File: src/rtl/decode_execute_latch_pkg.sv
// Shared encodings for the decode/execute boundary: opcodes, ALU ops,
// fixed destination registers and the bubble instruction word.
package decode_execute_latch_pkg;

  localparam int OPCODE_W = 5;
  localparam int ALU_OP_W = 5;

  localparam logic [OPCODE_W-1:0] OP_RTYPE = 5'b00000;
  localparam logic [OPCODE_W-1:0] OP_J     = 5'b00001;
  localparam logic [OPCODE_W-1:0] OP_BNE   = 5'b00010;
  localparam logic [OPCODE_W-1:0] OP_JAL   = 5'b00011;
  localparam logic [OPCODE_W-1:0] OP_JR    = 5'b00100;
  localparam logic [OPCODE_W-1:0] OP_ADDI  = 5'b00101;
  localparam logic [OPCODE_W-1:0] OP_BLT   = 5'b00110;
  localparam logic [OPCODE_W-1:0] OP_SW    = 5'b00111;
  localparam logic [OPCODE_W-1:0] OP_LW    = 5'b01000;
  localparam logic [OPCODE_W-1:0] OP_SETX  = 5'b10101;
  localparam logic [OPCODE_W-1:0] OP_BEX   = 5'b10110;

  localparam logic [ALU_OP_W-1:0] ALU_ADD = 5'b00000;
  localparam logic [ALU_OP_W-1:0] ALU_SUB = 5'b00001;

  localparam logic [4:0] REG_RA     = 5'd31;
  localparam logic [4:0] REG_STATUS = 5'd30;

  localparam logic [31:0] NOP_INSN = 32'h0000_0000;

  function automatic logic [OPCODE_W-1:0] insn_opcode(input logic [31:0] insn);
    return insn[31:27];
  endfunction

endpackage

File: src/rtl/decode_execute_latch_ctrl.sv
// Combinational pre-decode of execute-stage control (ALU op, operand-B
// select, destination register) from the decode-stage instruction fields.
module execute_control_decode
  import decode_execute_latch_pkg::*;
#(
  parameter int REG_W = 5
) (
  input  logic [OPCODE_W-1:0] opcode,
  input  logic [ALU_OP_W-1:0] func,
  input  logic [4:0]          rd_field,
  output logic [ALU_OP_W-1:0] alu_op,
  output logic                b_sel,
  output logic [REG_W-1:0]    rd
);

  always_comb begin
    alu_op = ALU_ADD;
    b_sel  = 1'b0;
    rd     = '0;
    case (opcode)
      OP_RTYPE: begin
        alu_op = func;
        rd     = REG_W'(rd_field);
      end
      OP_ADDI, OP_LW: begin
        b_sel = 1'b1;
        rd    = REG_W'(rd_field);
      end
      // Stores use the rd field as a source, so nothing is written back.
      OP_SW: begin
        b_sel = 1'b1;
      end
      OP_BNE, OP_BLT: begin
        alu_op = ALU_SUB;
      end
      OP_JAL:  rd = REG_W'(REG_RA);
      OP_SETX: rd = REG_W'(REG_STATUS);
      default: begin
        alu_op = ALU_ADD;
        b_sel  = 1'b0;
        rd     = '0;
      end
    endcase
  end

endmodule

File: src/rtl/decode_execute_latch.sv
// Decode-to-execute pipeline register with stall (hold) and flush (bubble);
// flush outranks stall, reset outranks both.
module decode_execute_latch
  import decode_execute_latch_pkg::*;
#(
  parameter int          DATA_W   = 32,
  parameter int          REG_W    = 5,
  parameter logic [31:0] NOP_INSN = decode_execute_latch_pkg::NOP_INSN
) (
  input  logic                clock,
  input  logic                reset,
  input  logic                stall,
  input  logic                flush,
  input  logic                valid_in,
  input  logic [DATA_W-1:0]   pc_in,
  input  logic [31:0]         insn_in,
  input  logic [DATA_W-1:0]   rs_data_in,
  input  logic [DATA_W-1:0]   rt_data_in,
  input  logic [DATA_W-1:0]   imm_ext_in,
  output logic                valid_out,
  output logic [DATA_W-1:0]   pc_out,
  output logic [31:0]         insn_out,
  output logic [DATA_W-1:0]   rs_data_out,
  output logic [DATA_W-1:0]   rt_data_out,
  output logic [DATA_W-1:0]   imm_out,
  output logic [DATA_W-1:0]   alu_b_out,
  output logic [ALU_OP_W-1:0] alu_op_out,
  output logic [4:0]          shamt_out,
  output logic [REG_W-1:0]    rd_out,
  output logic                b_sel_out
);

  logic [ALU_OP_W-1:0] dec_alu_op;
  logic                dec_b_sel;
  logic [REG_W-1:0]    dec_rd;

  execute_control_decode #(
    .REG_W (REG_W)
  ) u_ctrl (
    .opcode   (insn_opcode(insn_in)),
    .func     (insn_in[6:2]),
    .rd_field (insn_in[26:22]),
    .alu_op   (dec_alu_op),
    .b_sel    (dec_b_sel),
    .rd       (dec_rd)
  );

  logic                valid_reg,  valid_next;
  logic [DATA_W-1:0]   pc_reg,     pc_next;
  logic [31:0]         insn_reg,   insn_next;
  logic [DATA_W-1:0]   rs_reg,     rs_next;
  logic [DATA_W-1:0]   rt_reg,     rt_next;
  logic [DATA_W-1:0]   imm_reg,    imm_next;
  logic [DATA_W-1:0]   alu_b_reg,  alu_b_next;
  logic [ALU_OP_W-1:0] alu_op_reg, alu_op_next;
  logic [4:0]          shamt_reg,  shamt_next;
  logic [REG_W-1:0]    rd_reg,     rd_next;
  logic                b_sel_reg,  b_sel_next;

  logic load_bubble;
  logic load_capture;

  // A capture of an invalid decode slot is indistinguishable from a bubble.
  assign load_bubble  = flush || (!stall && !valid_in);
  assign load_capture = !flush && !stall && valid_in;

  always_comb begin
    valid_next  = valid_reg;
    pc_next     = pc_reg;
    insn_next   = insn_reg;
    rs_next     = rs_reg;
    rt_next     = rt_reg;
    imm_next    = imm_reg;
    alu_b_next  = alu_b_reg;
    alu_op_next = alu_op_reg;
    shamt_next  = shamt_reg;
    rd_next     = rd_reg;
    b_sel_next  = b_sel_reg;
    if (load_bubble) begin
      valid_next  = 1'b0;
      pc_next     = '0;
      insn_next   = NOP_INSN;
      rs_next     = '0;
      rt_next     = '0;
      imm_next    = '0;
      alu_b_next  = '0;
      alu_op_next = '0;
      shamt_next  = '0;
      rd_next     = '0;
      b_sel_next  = 1'b0;
    end else if (load_capture) begin
      valid_next  = 1'b1;
      pc_next     = pc_in;
      insn_next   = insn_in;
      rs_next     = rs_data_in;
      rt_next     = rt_data_in;
      imm_next    = imm_ext_in;
      alu_b_next  = dec_b_sel ? imm_ext_in : rt_data_in;
      alu_op_next = dec_alu_op;
      shamt_next  = insn_in[11:7];
      rd_next     = dec_rd;
      b_sel_next  = dec_b_sel;
    end
  end

  always_ff @(posedge clock) begin
    if (reset) begin
      valid_reg  <= 1'b0;
      pc_reg     <= '0;
      insn_reg   <= NOP_INSN;
      rs_reg     <= '0;
      rt_reg     <= '0;
      imm_reg    <= '0;
      alu_b_reg  <= '0;
      alu_op_reg <= '0;
      shamt_reg  <= '0;
      rd_reg     <= '0;
      b_sel_reg  <= 1'b0;
    end else begin
      valid_reg  <= valid_next;
      pc_reg     <= pc_next;
      insn_reg   <= insn_next;
      rs_reg     <= rs_next;
      rt_reg     <= rt_next;
      imm_reg    <= imm_next;
      alu_b_reg  <= alu_b_next;
      alu_op_reg <= alu_op_next;
      shamt_reg  <= shamt_next;
      rd_reg     <= rd_next;
      b_sel_reg  <= b_sel_next;
    end
  end

  assign valid_out   = valid_reg;
  assign pc_out      = pc_reg;
  assign insn_out    = insn_reg;
  assign rs_data_out = rs_reg;
  assign rt_data_out = rt_reg;
  assign imm_out     = imm_reg;
  assign alu_b_out   = alu_b_reg;
  assign alu_op_out  = alu_op_reg;
  assign shamt_out   = shamt_reg;
  assign rd_out      = rd_reg;
  assign b_sel_out   = b_sel_reg;

endmodule

File: config.mk
export PLATFORM = sky130hd
export DESIGN_NAME = decode_execute_latch
export DESIGN_NICKNAME = d
export VERILOG_FILES = /design/src/rtl/decode_execute_latch_pkg.sv /design/src/rtl/decode_execute_latch_ctrl.sv /design/src/rtl/decode_execute_latch.sv
export SDC_FILE = /design/constraint.sdc
export NUM_CORES = 1
export LEC_CHECK = 0
export CORE_ASPECT_RATIO = 1.5
export CORE_MARGIN = 2
export CORE_UTILIZATION = 40
export DETAILED_ROUTE_END_ITERATION = 10
export PLACE_DENSITY = 0.76
export SETUP_SLACK_MARGIN = 0.15
export SLEW_MARGIN = 20
export SYNTH_ARGS = -nofsm -noshare
export SYNTH_HDL_FRONTEND = slang
export SYNTH_SLANG_ARGS = --single-unit
File: constraint.sdc
create_clock -name clock -period 2.05 [get_ports clock]
set_input_delay 0.41 -clock clock [delete_from_list [all_inputs] [get_ports clock]]
set_output_delay 0.41 -clock clock [all_outputs]
set_load 0.03 [all_outputs]
Word-level counts from Yosys, hierarchy flattened:

Cells that the tools add are included.

* bits in registers: 209
* bits in read-only memories: 0
* output and inout bits: 209
* word-level logic and storage cells: 34
* memory bits (writable): 0
* input bits: 165
* bits in latches: 0
* memories: 0

* add/subtract/negate cells: 0
* div/mod/pow operators: 0
* bitwise gates (word level): 0
* shift-type cells: 0
* equality and inequality tests: 7
* muxes and demuxes: 4
* order comparisons: 0
* $mul: 0
* reduce and logical (&&, ||, !) cells: 12

Operators by type and width (count)
* $mux W32: 1
* $eq A5 B3 Y1 const B: 3
* $pmux W5 S3: 1
* $eq A5 B2 Y1 const B: 2
* $pmux W5 S2: 1
* $reduce_or A3 Y1: 2
* $eq A5 B4 Y1 const B: 1
* $eq A5 B5 Y1 const B: 1
* $logic_not A5 Y1: 1
* $reduce_or A2 Y1: 2
* $logic_and A1 B1 Y1: 3
* $logic_not A1 Y1: 3
* $logic_or A1 B1 Y1: 1
* $mux W1: 1

Longest topological paths before layout:

Gate-level depths: netlist of the first run.

* depth in word-level cells: 4
* depth in mapped cells: 7

Modules after synthesis:

A second synthesis of the first run with hierarchy kept.

* cell total of the unflattened synthesis: 932
* area total of the unflattened synthesis: 7998.9 um2

By module, submodules not included
* decode_execute_latch: cells each 895, instances 1, area an instance 7770.0 um2
* execute_control_decode: cells each 37, instances 1, area an instance 229.0 um2

Least setup slack after synthesis of the first run:

No wires, ideal clock.

* kind: input port to flip-flop
* from: input insn_in[28]
* to: register alu_b_reg[28] (netlist: alu_b_out[28])
* path slack: 0.415 ns
* arrival: 1.493 ns
* stages on the path: 6
* path through: buf_4 -> or4b_4 -> buf_6 -> buf_8 -> nand4_1 -> a41oi_2

* word-level cells in the longest chain between the ends: 4

RTL lines
* start: declaration: RTL line decode_execute_latch.sv:16 `input logic [31:0] insn_in,`
* $eq A5 B3 Y1 or $eq A5 B4 Y1 (tied branches): RTL line decode_execute_latch_ctrl.sv:20 `case (opcode)`
* $reduce_or A3 Y1 (no line) *
* $mux W1 *: RTL line decode_execute_latch_ctrl.sv:20
* $mux W32 *: RTL line decode_execute_latch.sv:98 `alu_b_next = dec_b_sel ? imm_ext_in : rt_data_in;`
* end signal: assignment: RTL line decode_execute_latch.sv:126 `alu_b_reg <= alu_b_next;`
* end: declaration: RTL line decode_execute_latch.sv:54 `logic [DATA_W-1:0] alu_b_reg, alu_b_next;`

Every way passes the cells marked *; elsewhere a longest branch is shown, timed or not.
A chain may end at the register's enable or synchronous reset.

==> results of run 1 <==
==> kinds of logic (layout without fill, tap and decap cells) <==
group / after synthesis / count (layout) / share of synthesized area (%)
and+or+nand+nor: 450 / 450 / 23.1
AOI/OAI and AO/OA: 248 / 248 / 20.4
DFF: 204 / 204 / 49.1
buffers and inverters: 99 / 459 / 7.43
other: 0 / 1 / 0
==> cell usage after synthesis (2+ instances only) <==
library cell / instances / share of area [%]
sky130_fd_sc_hd__o211ai_1: 38 / 3.4
sky130_fd_sc_hd__nand3b_1: 2 / 0.18
sky130_fd_sc_hd__a41oi_2: 30 / 5.9
sky130_fd_sc_hd__nor2b_1: 3 / 0.23
sky130_fd_sc_hd__dfxtp_1: 204 / 49
sky130_fd_sc_hd__a21oi_1: 166 / 10
sky130_fd_sc_hd__nand3_1: 32 / 1.9
sky130_fd_sc_hd__and2_1: 4 / 0.30
sky130_fd_sc_hd__a41oi_1: 2 / 0.21
sky130_fd_sc_hd__nor4b_4: 2 / 0.57
sky130_fd_sc_hd__nor2_1: 8 / 0.36
sky130_fd_sc_hd__buf_2: 38 / 2.3
sky130_fd_sc_hd__nand2_1: 358 / 16
sky130_fd_sc_hd__nand4_1: 36 / 2.7
sky130_fd_sc_hd__buf_1: 4 / 0.18
sky130_fd_sc_hd__buf_8: 3 / 0.54
sky130_fd_sc_hd__o21ai_0: 6 / 0.36
sky130_fd_sc_hd__buf_4: 12 / 1.1
sky130_fd_sc_hd__clkbuf_1: 26 / 1.2
sky130_fd_sc_hd__a31oi_1: 4 / 0.30
sky130_fd_sc_hd__buf_6: 16 / 2.2
==> layer usage <==
metal	GRT usage [%]	part of all wire (%)	vias to the layer above
met5	0	0	-
met4	9.75	3.7	0
met3	5.35	7.1	57
met2	44.3	53	333
met1	27.9	37	3978
li1	-	-	4105
==> sequential cells by signal, indices dropped and copies added (netlist names) <==
register	count
alu_b_out	32
alu_op_out	5
b_sel_out	1
imm_out	32
insn_out	32
pc_out	32
rd_out	5
rs_data_out	32
rt_data_out	32
valid_out	1
==> worst paths after layout <==
kind | from | endpoint | cells past startpoint
max | insn_out[11]$_SDFFE_PP0P_ | shamt_out[4] | 1
min | insn_in[31] | rd_out[1]$_SDFFE_PP0P_ | 3
max reg2reg | rd_out[3]$_SDFFE_PP0P_ | rd_out[3]$_SDFFE_PP0P_ | 3
min reg2reg | pc_out[14]$_SDFFE_PP0P_ | pc_out[14]$_SDFFE_PP0P_ | 2
==> cell type report <==
type	count	area [µm²]	area share, %
repair buffers	423	4110	32.0
flip-flops and latches	204	4080	31.8
multi-input cells	698	3630	28.3
clock buffers	26	574	4.48
well taps	264	330	2.57
clock inverters	10	103	0.800
diodes	1	2.50	0.0195
==> power groups by stage <==
stage / clock (mW) / sequential [mW] / combinational (mW)
finish: 3.80 / 4.03 / 1.02
detailed placement: 0 / 4.12 / 1.05
floorplan: 0 / 4.21 / 0.344
CTS: 3.90 / 4.03 / 1.02
global placement: 0 / 4.12 / 1.04
global route: 4.05 / 4.03 / 1.09
==> layout by cell type, fill, tap and decap left out, types with 3 or more instances in the layout <==
cell type	n
sky130_fd_sc_hd__clkdlybuf4s50_1	163
sky130_fd_sc_hd__clkbuf_8	3
sky130_fd_sc_hd__clkinv_2	7
sky130_fd_sc_hd__a21oi_1	166
sky130_fd_sc_hd__a41oi_2	30
sky130_fd_sc_hd__buf_4	29
sky130_fd_sc_hd__a31oi_1	4
sky130_fd_sc_hd__o21ai_0	5
sky130_fd_sc_hd__dlygate4sd2_1	209
sky130_fd_sc_hd__nand3_1	32
sky130_fd_sc_hd__nand4_1	36
sky130_fd_sc_hd__o211ai_1	38
sky130_fd_sc_hd__dfxtp_1	204
sky130_fd_sc_hd__clkbuf_16	21
sky130_fd_sc_hd__nor2b_1	3
sky130_fd_sc_hd__nand2_1	358
sky130_fd_sc_hd__nor2_1	8
sky130_fd_sc_hd__buf_12	21
sky130_fd_sc_hd__and2_1	4
==> metrics by stage <==
stage	util (%)	power, mW
3_5_place_dp	60.8	5.17
5_1_grt	62.8	9.16
3_3_place_gp	60.8	5.16
6_report	62.8	8.85
4_1_cts	62.8	8.95
2_1_floorplan	-	4.56
==> repair_timing <==
action                                 in CTS  in global routing
gates resized for setup                   209                  0
setup endpoints to repair                 209                  0
endpoints found under the hold margin       0                  0
hold buffers                                0                  0
==> impl_metrics.json, run 1 <==
{
  "status": "complete, no violations",
  "synthesis.instances": 1001,
  "dr.first_iter.drc_count": 620,
  "die_y_um": 181,
  "synth_flop_cell": "sky130_fd_sc_hd__dfxtp_1",
  "dp_hpwl_um": 20100,
  "largest_stage_delay_on_the_critical_path_ns": 0.43,
  "num-nets-final": 1512,
  "tritoncts": "built",
  "setup_tns_ns": 0,
  "setup_ws_ns": 0.308,
  "timing.hold.ws_ns": 0.352,
  "final_max_slew_viol_count": 0,
  "stdcell_count": 1626,
  "reported_net_switching_power_mw": 2.12,
  "tmin_final_ns": 1.74,
  "yosys.cell_types.count": 28,
  "wire_per_inst_um": 17.3,
  "synth_edf_count": 0,
  "intPower_mw": 6.73,
  "syn2layout_area_growth_pct": 54.2,
  "first_pass_iters": 5,
  "fmax_ghz": 0.574,
  "avgViaCountPerCell": 5.21,
  "number_of_buffers_inserted_by_post_cts_setup_repair": 0,
  "cts.sinks": 204,
  "post_cts_clock_slew_at_the_launch_and_capture_registers_of_the_worst_setup_and_hold_paths_ns": 0.06,
  "cts-htree-levels": 1,
  "via_count_of_the_first_global_routing_pass": 8103,
  "drt.antenna.violating_nets": 0,
  "post_syn_nets": 1166,
  "crit_path_end_kind": "output pin",
  "crit_path_max_fanout": 3,
  "timing.max_cap.violations": 0,
  "yosysSeqAreaShare_pct": 49.1,
  "cts.root.buffer_cell": "sky130_fd_sc_hd__clkbuf_16",
  "startpoint_type": "flip-flop",
  "swShare_pct": 24.0,
  "synth_seq_cells": 204,
  "wl_um": 28200,
  "rsz0062_at_grt": "false",
  "grt_start_max_net_pins": 50,
  "vdd_ir_drop_max_mv": 0.782,
  "path_cells": "dlygate4sd2_1",
  "setup.reg_to_reg.worst_slack_ns": 1.27,
  "setup-violations-final": 0,
  "critical_path.top_delay_family": "buffers and inverters",
  "core_area_mm2": 0.0204,
  "post-route-cell-area_mm2": 0.0128,
  "p_leak_nw": 5.14,
  "tightestPinTransition_ns": 0.412,
  "remaining_drc_errors": 0,
  "path_buf_inv": 1,
  "power.clock.fraction_pct": 43.0,
  "crit_required_ns": 1.64,
  "cts_inserted_buffers": 20,
  "timing.final.crit_share_pct": 85.0,
  "timing.critical_path.arrival_ns": 1.33,
  "pin_count": 374,
  "pwr_density_cell_mw_per_mm2": 690,
  "num-fill-cells": 1833,
  "crit_path_top_delay_cell": "sky130_fd_sc_hd__dlygate4sd2_1",
  "postPlaceCellArea_mm2": 0.0124,
  "die_w_um": 122,
  "clock_tree.buffer_depth": 3,
  "worst_setup_slack_before_clock_tree_synthesis_ns": -0.0449,
  "hp-class": "in -> reg",
  "postSynthAreaPerCell_um2": 8.31,
  "asyncSetResetFlopFracSynth_pct": 0,
  "die_area_mm2": 0.0220,
  "power.sequential.fraction_pct": 45.5,
  "dp_cells": 1589,
  "groute.usage.overall_pct": 24.7,
  "core.rowCount": 64,
  "grt_first_pass_wirelength_um": 43600,
  "worst_clock_skew_ns": 0,
  "via_count": 8473,
  "hold_violations": 0,
  "relSlewSlack_pct": 72.5,
  "place_congestion": 0.843,
  "final_layout_size_suffix_gt1_share_pct": 9.04,
  "port_buffers": 373,
  "power.share.combinational_pct": 11.5,
  "count_of_synthesis_stage_warnings_from_yosys": 0,
  "clkLatencyLatePin_ns": 0.49,
  "synth_area_mm2": 0.00832,
  "congestion_overflow_gr": 0,
  "critical_path_class": "reg -> out",
  "antenna_found_initial": 1,
  "start_util_pct": 40.7
}
Note: power is estimated with default switching activity, not from simulation.
==> run 2, diff against run 1 <==
Clock period 2.05 ns to 1.8 ns, I/O delays scaled along.
==> run 2 against run 1 <==
  * Sequential share of layout area decreased by 0.22 points
  * Count of clock-buffer cells in the layout grew 5
  * Critical path depth did not move
  * Non-clock buffer count is 14 higher
  * Global-route usage rose by 0.48 points
  * Highest routed layer unchanged
  * Clock power up 7.9%
  * Flip-flop and latch count did not move
  * Final cell count increased by 0.68%
  * Hold slack got worse by 0.027 ns
  * Via count rose by 1.5%
==> impl_metrics.json, run 2 (synthesis results as in run 1) <==
{
  "antenna_found_initial": 0,
  "path_cells": "dlygate4sd2_1",
  "final-seq-area_mm2": 0.00408,
  "total_inserted_antenna_cells": 0,
  "core_area_mm2": 0.0204,
  "worst_setup_slack_before_clock_tree_synthesis_ns": -0.228,
  "wl_um": 28600,
  "congestion_overflow_gr": 0,
  "timing.hold.ws_ns": 0.326,
  "setup.reg_to_reg.worst_slack_ns": 1.01,
  "dp_hpwl_um": 20700,
  "vdd_ir_drop_max_mv": 0.692,
  "die_w_um": 122,
  "die_y_um": 181,
  "startpoint_type": "flip-flop",
  "layout.cells.most_common_list": "358 x sky130_fd_sc_hd__nand2_1, 204 x sky130_fd_sc_hd__dfxtp_1, 166 x sky130_fd_sc_hd__a21oi_1",
  "hp-class": "in -> reg",
  "cts.root.buffer_cell": "sky130_fd_sc_hd__clkbuf_16",
  "setup_ws_ns": 0.176,
  "finalCoreUtilization_pct": 63.3,
  "cts_hold_repair.buffers": 0,
  "syn2layout_area_growth_pct": 55.3,
  "final_max_slew_viol_count": 0,
  "num-nets-final": 1526,
  "via_count": 8598,
  "tightestPinTransition_ns": 0.413,
  "tmin_final_ns": 1.62,
  "critical_path.top_delay_family": "buffers and inverters",
  "final_layout_size_suffix_gt1_share_pct": 10.6,
  "crit_path_max_fanout": 2,
  "largest_stage_delay_on_the_critical_path_ns": 0.44,
  "clkLatencyLatePin_ns": 0.49,
  "crit_path_end_kind": "output pin",
  "timing.max_cap.violations": 0,
  "cts.sinks": 204,
  "place_congestion": 0.857,
  "remaining_drc_errors": 0,
  "cts-htree-levels": 1,
  "num-fill-cells": 1771,
  "start_util_pct": 40.7,
  "core.rowCount": 64,
  "timing.final.crit_share_pct": 90.2,
  "dr.first_iter.drc_count": 522,
  "min-delay-start": "insn_in[31]",
  "via_count_of_the_first_global_routing_pass": 8373,
  "post_cts_clock_slew_at_the_launch_and_capture_registers_of_the_worst_setup_and_hold_paths_ns": 0.06,
  "multiInputGateArea_mm2": 0.00363,
  "status": "complete, no violations",
  "first_pass_iters": 5,
  "critical_path_class": "reg -> out",
  "timing.critical_path.arrival_ns": 1.26,
  "p_leak_nw": 5.01,
  "drt.antenna.violating_nets": 0,
  "relSlewSlack_pct": 72.5,
  "grt_first_pass_wirelength_um": 44500,
  "avgViaCountPerCell": 5.25,
  "setup.worst_path.start": "alu_b_out[6]$_SDFFE_PP0P_",
  "tritoncts": "built",
  "crit_path_top_delay_cell": "sky130_fd_sc_hd__dlygate4sd2_1",
  "pin_count": 374,
  "clock_tree.buffer_depth": 3,
  "port_buffers": 373,
  "mostFrequentLayoutCell": "sky130_fd_sc_hd__nand2_1",
  "critical_path.reg2reg.startpoint": "rd_out[4]$_SDFFE_PP0P_",
  "cts_inserted_buffers": 20,
  "setup-violations-final": 0,
  "die_area_mm2": 0.0220,
  "hold_violations": 0,
  "grt_start_max_net_pins": 57,
  "worst_clock_skew_ns": 0,
  "wire_per_inst_um": 17.4,
  "path_buf_inv": 1,
  "crit_required_ns": 1.44,
  "number_of_buffers_inserted_by_post_cts_setup_repair": 0,
  "fmax_ghz": 0.616,
  "groute.usage.overall_pct": 25.2,
  "pwr_density_cell_mw_per_mm2": 764,
  "rsz0062_at_grt": "true"
}
run 2: what timing repair did:
| item | CTS | global route |
|---|---|---|
| cloned | 0 | 0 |
| gates resized for setup | 231 | 40 |
| setup endpoints to repair | 209 | 42 |
| pin swaps | 0 | 0 |
run 2: area by class of cell:
class,count,share of cell area (%)
Timing Repair Buffer,437,32.8
Sequential cell,204,31.6
Multi-Input combinational cell,698,28.1
Clock buffer,31,4.82
Tap cell,264,2.56
Clock inverter,3,0.116
run 2: final timing paths:
kind / to / cells after the start
max: alu_b_out[6] / 1
min: rd_out[0]$_SDFFE_PP0P_ / 4
max reg2reg: rd_out[4]$_SDFFE_PP0P_ / 3
min reg2reg: rs_data_out[10]$_SDFFE_PP0P_ / 2
run 2: per-stage QoR:
step,setup TNS (ns),instances,instance area [µm²],total power [mW]
CTS,0,1637,12900,9.96
global placement,-24.71,1603,12500,5.90
finish,0,1637,12900,9.87
global route,0,1637,12900,10.2
detailed placement,-28.64,1603,12500,5.91
floorplan,0,1001,8320,5.19
run 2: worst register-to-register path: stages (launching register included):
cell and delay (ns):
sky130_fd_sc_hd__dfxtp_1 0.32, sky130_fd_sc_hd__and2_1 0.14, sky130_fd_sc_hd__o21ai_0 0.15, sky130_fd_sc_hd__a31oi_1 0.05
run 2: metal layers:
layer / wire length (µm) / vias up / global-route usage [%] / share of wire [%]
li1: - / 4125 / - / -
met1: 10500 / 3998 / 27.6 / 37
met2: 14700 / 381 / 45.4 / 51
met3: 1940 / 94 / 4.84 / 6.8
met4: 1460 / 0 / 12.3 / 5.1
met5: 0 / - / 0 / 0
run 2: report_power, final:
part,switching [mW],internal [mW]
logic,0.611,0.571
clock network,1.73,2.37
registers,0.0259,4.57
total,2.36,7.51
